<file path="config.mk">
export PLATFORM = sky130hd
export DESIGN_NAME = oam_dma_arbiter
export DESIGN_NICKNAME = d
export VERILOG_FILES = /design/src/rtl/oam_dma_arbiter.sv
export SDC_FILE = /design/constraint.sdc
export NUM_CORES = 1
export LEC_CHECK = 0
export CAP_MARGIN = 10
export CORE_ASPECT_RATIO = 1.75
export CORE_MARGIN = 3
export CORE_UTILIZATION = 55
export CTS_CLUSTER_SIZE = 12
export DETAILED_ROUTE_END_ITERATION = 10
export DONT_BUFFER_PORTS = 1
export PLACE_DENSITY = 0.81
export SLEW_MARGIN = 20
export SYNTH_ARGS = -nofsm -noshare
export SYNTH_HDL_FRONTEND = slang
export SYNTH_SLANG_ARGS = --single-unit
</file>
<file path="constraint.sdc">
create_clock -name clock -period 4.7 [get_ports clock]
set_input_delay 0.47 -clock clock [delete_from_list [all_inputs] [get_ports clock]]
set_output_delay 0.47 -clock clock [all_outputs]
set_load 0.02 [all_outputs]
</file>
<file path="src/rtl/oam_dma_arbiter.sv">
// OAM DMA engine and shared memory port arbiter.
// Owns the FF46 source register and copies XFER_LEN bytes into OAM, yielding the port to high-page core accesses.
module oam_dma_arbiter #(
  parameter logic [15:0] DMA_REG_ADDR = 16'hFF46,
  parameter logic [15:0] OAM_BASE     = 16'hFE00,
  parameter int          XFER_LEN     = 160
) (
  input  logic        clock,
  input  logic        reset,
  input  logic [15:0] cpu_addr,
  input  logic [7:0]  cpu_wdata,
  input  logic        cpu_rd,
  input  logic        cpu_wr,
  output logic [7:0]  cpu_rdata,
  output logic [15:0] mem_addr,
  output logic [7:0]  mem_wdata,
  output logic        mem_rd,
  output logic        mem_wr,
  input  logic [7:0]  mem_rdata,
  output logic        dma_active
);

  // state  | meaning
  // IDLE   | no transfer, core owns the port
  // START  | one-cycle lead-in after an FF46 write, no DMA traffic
  // READ   | fetch source byte {src_mapped, idx} into data_buf
  // WRITE  | store data_buf to OAM_BASE + idx, advance idx
  localparam logic [1:0] ST_IDLE  = 2'd0;
  localparam logic [1:0] ST_START = 2'd1;
  localparam logic [1:0] ST_READ  = 2'd2;
  localparam logic [1:0] ST_WRITE = 2'd3;

  localparam logic [7:0] LAST_IDX = 8'(XFER_LEN - 1);

  logic [1:0] state;
  logic [7:0] src;
  logic [7:0] idx;
  logic [7:0] data_buf;

  logic       is_dma_reg;
  logic       core_rd;
  logic       core_wr;
  logic       reg_wr;
  logic       reg_rd;
  logic       high_page_acc;
  logic       core_owns;
  logic       dma_bus;
  logic [7:0] src_mapped;

  // Simultaneous read and write strobes resolve to a write.
  assign core_wr    = cpu_wr;
  assign core_rd    = cpu_rd & ~cpu_wr;
  assign is_dma_reg = (cpu_addr == DMA_REG_ADDR);
  assign reg_wr     = core_wr & is_dma_reg;
  assign reg_rd     = core_rd & is_dma_reg;

  assign high_page_acc = (core_rd | core_wr) & (cpu_addr[15:8] == 8'hFF) & ~is_dma_reg;

  assign dma_active = (state != ST_IDLE);
  assign core_owns  = dma_active & high_page_acc;
  assign dma_bus    = ((state == ST_READ) || (state == ST_WRITE)) & ~core_owns;

  // Echo RAM sources E0-FF fold back onto work RAM C0-DF.
  assign src_mapped = (src >= 8'hE0) ? (src - 8'h20) : src;

  always_comb begin
    mem_addr  = cpu_addr;
    mem_wdata = cpu_wdata;
    mem_rd    = 1'b0;
    mem_wr    = 1'b0;
    cpu_rdata = 8'hFF;

    if (!dma_active || core_owns) begin
      mem_rd    = core_rd & ~is_dma_reg;
      mem_wr    = core_wr & ~is_dma_reg;
      cpu_rdata = mem_rdata;
    end else if (dma_bus) begin
      if (state == ST_READ) begin
        mem_addr = {src_mapped, idx};
        mem_rd   = 1'b1;
      end else begin
        mem_addr  = OAM_BASE + {8'h00, idx};
        mem_wdata = data_buf;
        mem_wr    = 1'b1;
      end
    end

    if (reg_rd) begin
      cpu_rdata = src;
    end
  end

  always_ff @(posedge clock) begin
    if (!reset) begin
      state    <= ST_IDLE;
      src      <= 8'h00;
      idx      <= 8'h00;
      data_buf <= 8'h00;
    end else if (reg_wr) begin
      src   <= cpu_wdata;
      idx   <= 8'h00;
      state <= ST_START;
    end else begin
      case (state)
        ST_START: state <= ST_READ;
        ST_READ: begin
          if (dma_bus) begin
            data_buf <= mem_rdata;
            state    <= ST_WRITE;
          end
        end
        ST_WRITE: begin
          if (dma_bus) begin
            idx   <= idx + 8'd1;
            state <= (idx == LAST_IDX) ? ST_IDLE : ST_READ;
          end
        end
        default: state <= ST_IDLE;
      endcase
    end
  end

endmodule

</file>
# --- After elaboration in Yosys (flattened, before gate mapping) ---
# Index checks and enable logic that the tools add are counted.
classes:
  eq_ne: 10
  add_sub_neg: 3
  n_lt_le_gt_ge: 1
  muxes: 20
  bitwise_logic: 15
  n_reduce_logical: 9
ops:
  columns: ["cell", "n"]
  rows:
  - ["$mux 16", 3]
  - ["$mux 8", 6]
  - ["$eq 16x16->1 const B", 1]
  - ["$eq 8x8->1 const B", 2]
  - ["$add 10x9->11 const A", 1]
  - ["$and 1x1->1", 9]
  - ["$add 8x1->8 const B", 1]
  - ["$ge 8x8->1 const B", 1]
  - ["$sub 8x6->8 const B", 1]
  - ["$mux 1", 7]
  - ["$mux 2", 3]
  - ["$ne 3x3->1 const B", 2]
  - ["$pmux 2 s3", 1]
  - ["$reduce_and 2->1", 3]
  - ["$not 1->1", 5]
  - ["$eq 2x2->1 const B", 2]
  - ["$ne 2x2->1 const B", 2]
  - ["$reduce_and 3->1", 1]
  - ["$eq 2x1->1 const B", 1]
  - ["$logic_or 1x1->1", 2]
  - ["$reduce_bool 2->1", 1]
  - ["$reduce_or 2->1", 1]
  - ["$logic_not 1->1", 1]
  - ["$or 1x1->1", 1]
word_totals:
  inputBits: 36
  out_inout_bits: 35
  regBits: 26

# --- Logic depth before layout (Yosys ltp) ---
depth:
  ltp_word: 11
  mapped_depth: 7
  depth_no_buf: 6

# --- Worst setup path after synthesis ---
# No wires, ideal clock.
synth_timing:
  kind: "in2out"
  start: "in cpu_addr[5]"
  end: "out cpu_rdata[0]"
  path_stages: 6
  slack_ps: 1993
  path_buffers: 1
  arrival_ps: 2237
  required_time_ps: 4230
  path_cell_list: "or4b_4 -> o211a_1 -> buf_2 -> a21boi_2 -> nor2_1 -> o21ai_0"
synth_between:
  elab_chain_len: 7
  word_cells_on_any_way: 8
synth_lines:
  columns: ["item", "line", "text"]
  rows:
  - ["start: declaration", "10", "input logic [15:0] cpu_addr,"]
  - ["$eq 16x16->1 *", "53", "assign is_dma_reg = (cpu_addr == DMA_REG_ADDR);"]
  - ["$not 1->1", "57", "assign high_page_acc = (core_rd | core_wr) & (cpu_addr[15:8] == 8'hFF) & ~is_dma_reg;"]
  - ["$and 1x1->1", "57", null]
  - ["$and 1x1->1", "60", "assign core_owns = dma_active & high_page_acc;"]
  - ["$logic_or 1x1->1", "73", "if (!dma_active || core_owns) begin"]
  - ["$mux 8", "73", null]
  - ["$mux 8 *", "88", "if (reg_rd) begin"]
  - ["end: declaration", "14", "output logic [7:0] cpu_rdata,"]
# Every way passes the cells marked *; elsewhere a longest branch is shown, timed or not.

# --- Worst setup path after layout ---
# Ends and elaborated chain as after synthesis.

==> metrics.txt <==
share of layout cells above drive strength 1 0.145; Reg2Reg Capture Point idx[7]; final WL 4300 um; WL met3 313 um; Fin. Hold Viols 0; crit path DAT 2.42 ns; pwr dens 257 nW/um2; Crit path max-delay family compound AO/OA/AOI/OAI gates; fin crit period 2.89 ns; Crit Path Max Fanout 12; sequential element share of the synthesized area 0.309; sum of negative setup slack 0 ns; number of global-route vias before repair 1374; Core Box Area 2930 um2; switching pwr 104 uW; Root Buffer clkbuf_8; Vias 1527; Distinct cells, synth 34; Initial DRC Count 49; first-pass GRT wire length 6510 um; RR Startpoint state[0]; clock network power share 0.410; most frequent cells in the layout nand2_1, dfxtp_1, nor2_1; worst reg-to-reg path cell count 5; Bufs on Longest Clock Path 2; outcome complete, no violations; met1 wire length 1560 um; Synth Instances 221; commonest non-fill, non-tap cell in the layout nand2_1; final instance area 1750 um2; H-tree lvl count 1; HP Start cpu_wdata[1]; Final GP Congestion 0.890; Ports 71; Seq cells post-synth 26; clock sinks 26; # rows 26; Starting Density 0.576; multi-input logic area 1100 um2; WL per Instance 17.8 um; Max Freq 0.346 GHz; Setup violations, final 0; pin count of the biggest net entering global routing 27; sw frac 0.231; port bufs 0; top sig layer met4; CP bufs+invs 0; FF/Latch Area 520 um2; antenna-violating nets left 0; # hold bufs at CTS 0; Crit path required time 4.23 ns; Hold EP src[1]; Resize count post-CTS 0; Leak Pwr 0.599 nW; Filler cells 269; Crit. End Element output pin; hpwl dp 3300 um; CP max stage cell or4b_4; met2 wire length 2340 um; Max Cap Violations 0; Gate power share 0.102; Syn. warnings 0; Hold Path Depth 2; worst skew pair latency 0.27 ns; layout net count 253; CP peak stage delay 0.54 ns; Antenna diodes 0; die area 3790 um2; crit-path cells or4b_4, o211a_1, a21boi_2, nor2_1, o21ai_0; DIE WIDTH 47.8 um; Worst VDD drop 0.000194 V; CTS tree done; setup bufs post-CTS 0; Slew Limit Fails 0; critical path type in2out; sequential power share 0.488; Setup crit start kind primary input; Die H 79.2 um; Pint 346 uW; GR Util All Layers 0.236; final worst path period share 0.615; Via density 6.31; CTS Buf Count 3; Syn Area/Cell 7.63 um2; synthesized cell area 1690 um2; RSZ-0062 raised after global routing no; worst reg-to-reg setup slack 2.86 ns; clock-pin slew on the worst setup and hold paths 0.09 ns; Final Skew 0.00555 ns; DRC Markers 0; area grow syn2layout 4.08%; Synth Net Count 259; GR Overflow Total 0; Worst-Margin Slew 0.683 ns; first drt pass iteration count 4; dpl cell area 1680 um2; CP Depth 5; initial antenna violation count 0; relative slew slack 0.540; HP Class in2reg
[per-stage QoR]
| stage | power [mW] | utilization | hold WS, ns | cells | setup WS, ns |
|---|---|---|---|---|---|
| detailed placement | 0.271 | 0.572 | 0.448 | 238 | 1.81 |
| finish | 0.451 | 0.599 | 0.319 | 242 | 1.81 |
| global route | 0.467 | 0.599 | 0.321 | 242 | 1.65 |
| floorplan | 0.269 | - | 0.431 | 221 | 1.99 |
| global placement | 0.271 | 0.572 | 0.442 | 238 | 1.84 |
| CTS | 0.454 | 0.597 | 0.318 | 242 | 1.81 |
[logic make-up (layout without fill, tap and decap cells)]
logic type                 after synthesis  after routing  share of synthesized area
DFF                                     26             26                      0.309
xor gates and xnor gates                 7              7                     0.0364
adders and majority gates                2              2                     0.0148
muxes                                   25             25                      0.160
buffers and inverters                   16              9                     0.0401
and+or+nand+nor                        100            100                      0.273
AOI/OAI and AO/OA                       45             45                      0.166
[worst register-to-register path: cells and delay by family, from the launching register on]
family	cells	cell delay, ns
DFF	1	0.68
AOI/OAI and AO/OA	1	0.41
xor gates and xnor gates	1	0.17
and+or+nand+nor	3	0.46
[state kept, by name (all words and copies together) (netlist names)]
| name | flops |
|---|---|
| data_buf | 8 |
| idx | 8 |
| src | 8 |
| state | 2 |
[how the worst max path moves through the flow]
stage | from | endpoint | slack (ns)
after global placement | cpu_addr[5] | cpu_rdata[0] | 1.84
final | cpu_addr[5] | cpu_rdata[0] | 1.81
after global routing | cpu_addr[5] | cpu_rdata[4] | 1.65
after floorplan | cpu_addr[5] | cpu_rdata[0] | 1.99
after detailed placement | cpu_addr[5] | cpu_rdata[1] | 1.81
after CTS | cpu_addr[5] | cpu_rdata[1] | 1.81
[cell usage after synthesis]
| cell | instances | area share |
|---|---|---|
| mux2_2 | 16 | 0.11 |
| and3_1 | 3 | 0.011 |
| dfxtp_1 | 26 | 0.31 |
| nand4bb_1 | 1 | 0.0067 |
| nor2_1 | 22 | 0.049 |
| nand2b_1 | 3 | 0.011 |
| or2_2 | 2 | 0.0074 |
| nand4_1 | 1 | 0.0037 |
| xnor2_1 | 7 | 0.036 |
| nor3_4 | 1 | 0.0097 |
| clkbuf_1 | 8 | 0.018 |
| mux2i_1 | 9 | 0.053 |
| a211oi_2 | 2 | 0.015 |
| o211ai_2 | 1 | 0.0074 |
| o21ai_0 | 16 | 0.048 |
| or4b_4 | 1 | 0.0082 |
| o2111a_1 | 1 | 0.0067 |
| buf_2 | 3 | 0.0089 |
| nand2_1 | 53 | 0.12 |
| nor3_1 | 3 | 0.0089 |
| and2_1 | 1 | 0.0037 |
| clkinv_1 | 1 | 0.0022 |
| inv_1 | 3 | 0.0067 |
| a21oi_1 | 20 | 0.059 |
| o22ai_1 | 1 | 0.0037 |
| a2111oi_2 | 1 | 0.0089 |
| o211a_1 | 1 | 0.0059 |
| a21boi_2 | 1 | 0.0067 |
| o21ai_2 | 1 | 0.0052 |
| nand3_1 | 5 | 0.015 |
| buf_4 | 1 | 0.0045 |
| and4_1 | 3 | 0.016 |
| and3b_1 | 1 | 0.0052 |
| ha_1 | 2 | 0.015 |
[metal layers]
| metal | vias up | track usage |
|---|---|---|
| met3 | 9 | 0.0431 |
| met2 | 64 | 0.403 |
| li1 | 743 | - |
| met5 | - | 0 |
| met4 | 0 | 0.0809 |
| met1 | 711 | 0.278 |
[area by class of cell]
type                       count  area share
clock inverter                 1      0.0171
multi-input combinational    179       0.630
sequential                    26       0.297
inverter                       4     0.00856
tap                           28      0.0200
timing repair buffer           1     0.00428
clock buffer                   3      0.0235
[power by group through the flow]
stage	Sequential [mW]	Combinational, mW	Clock (mW)
after floorplan	0.225	0.0438	0
after global placement	0.225	0.0455	0
after detailed placement	0.225	0.0460	0
after CTS	0.220	0.0461	0.187
after global routing	0.220	0.0491	0.198
final	0.220	0.0459	0.185
No activity file was read; power rests on OpenSTA's default activity.
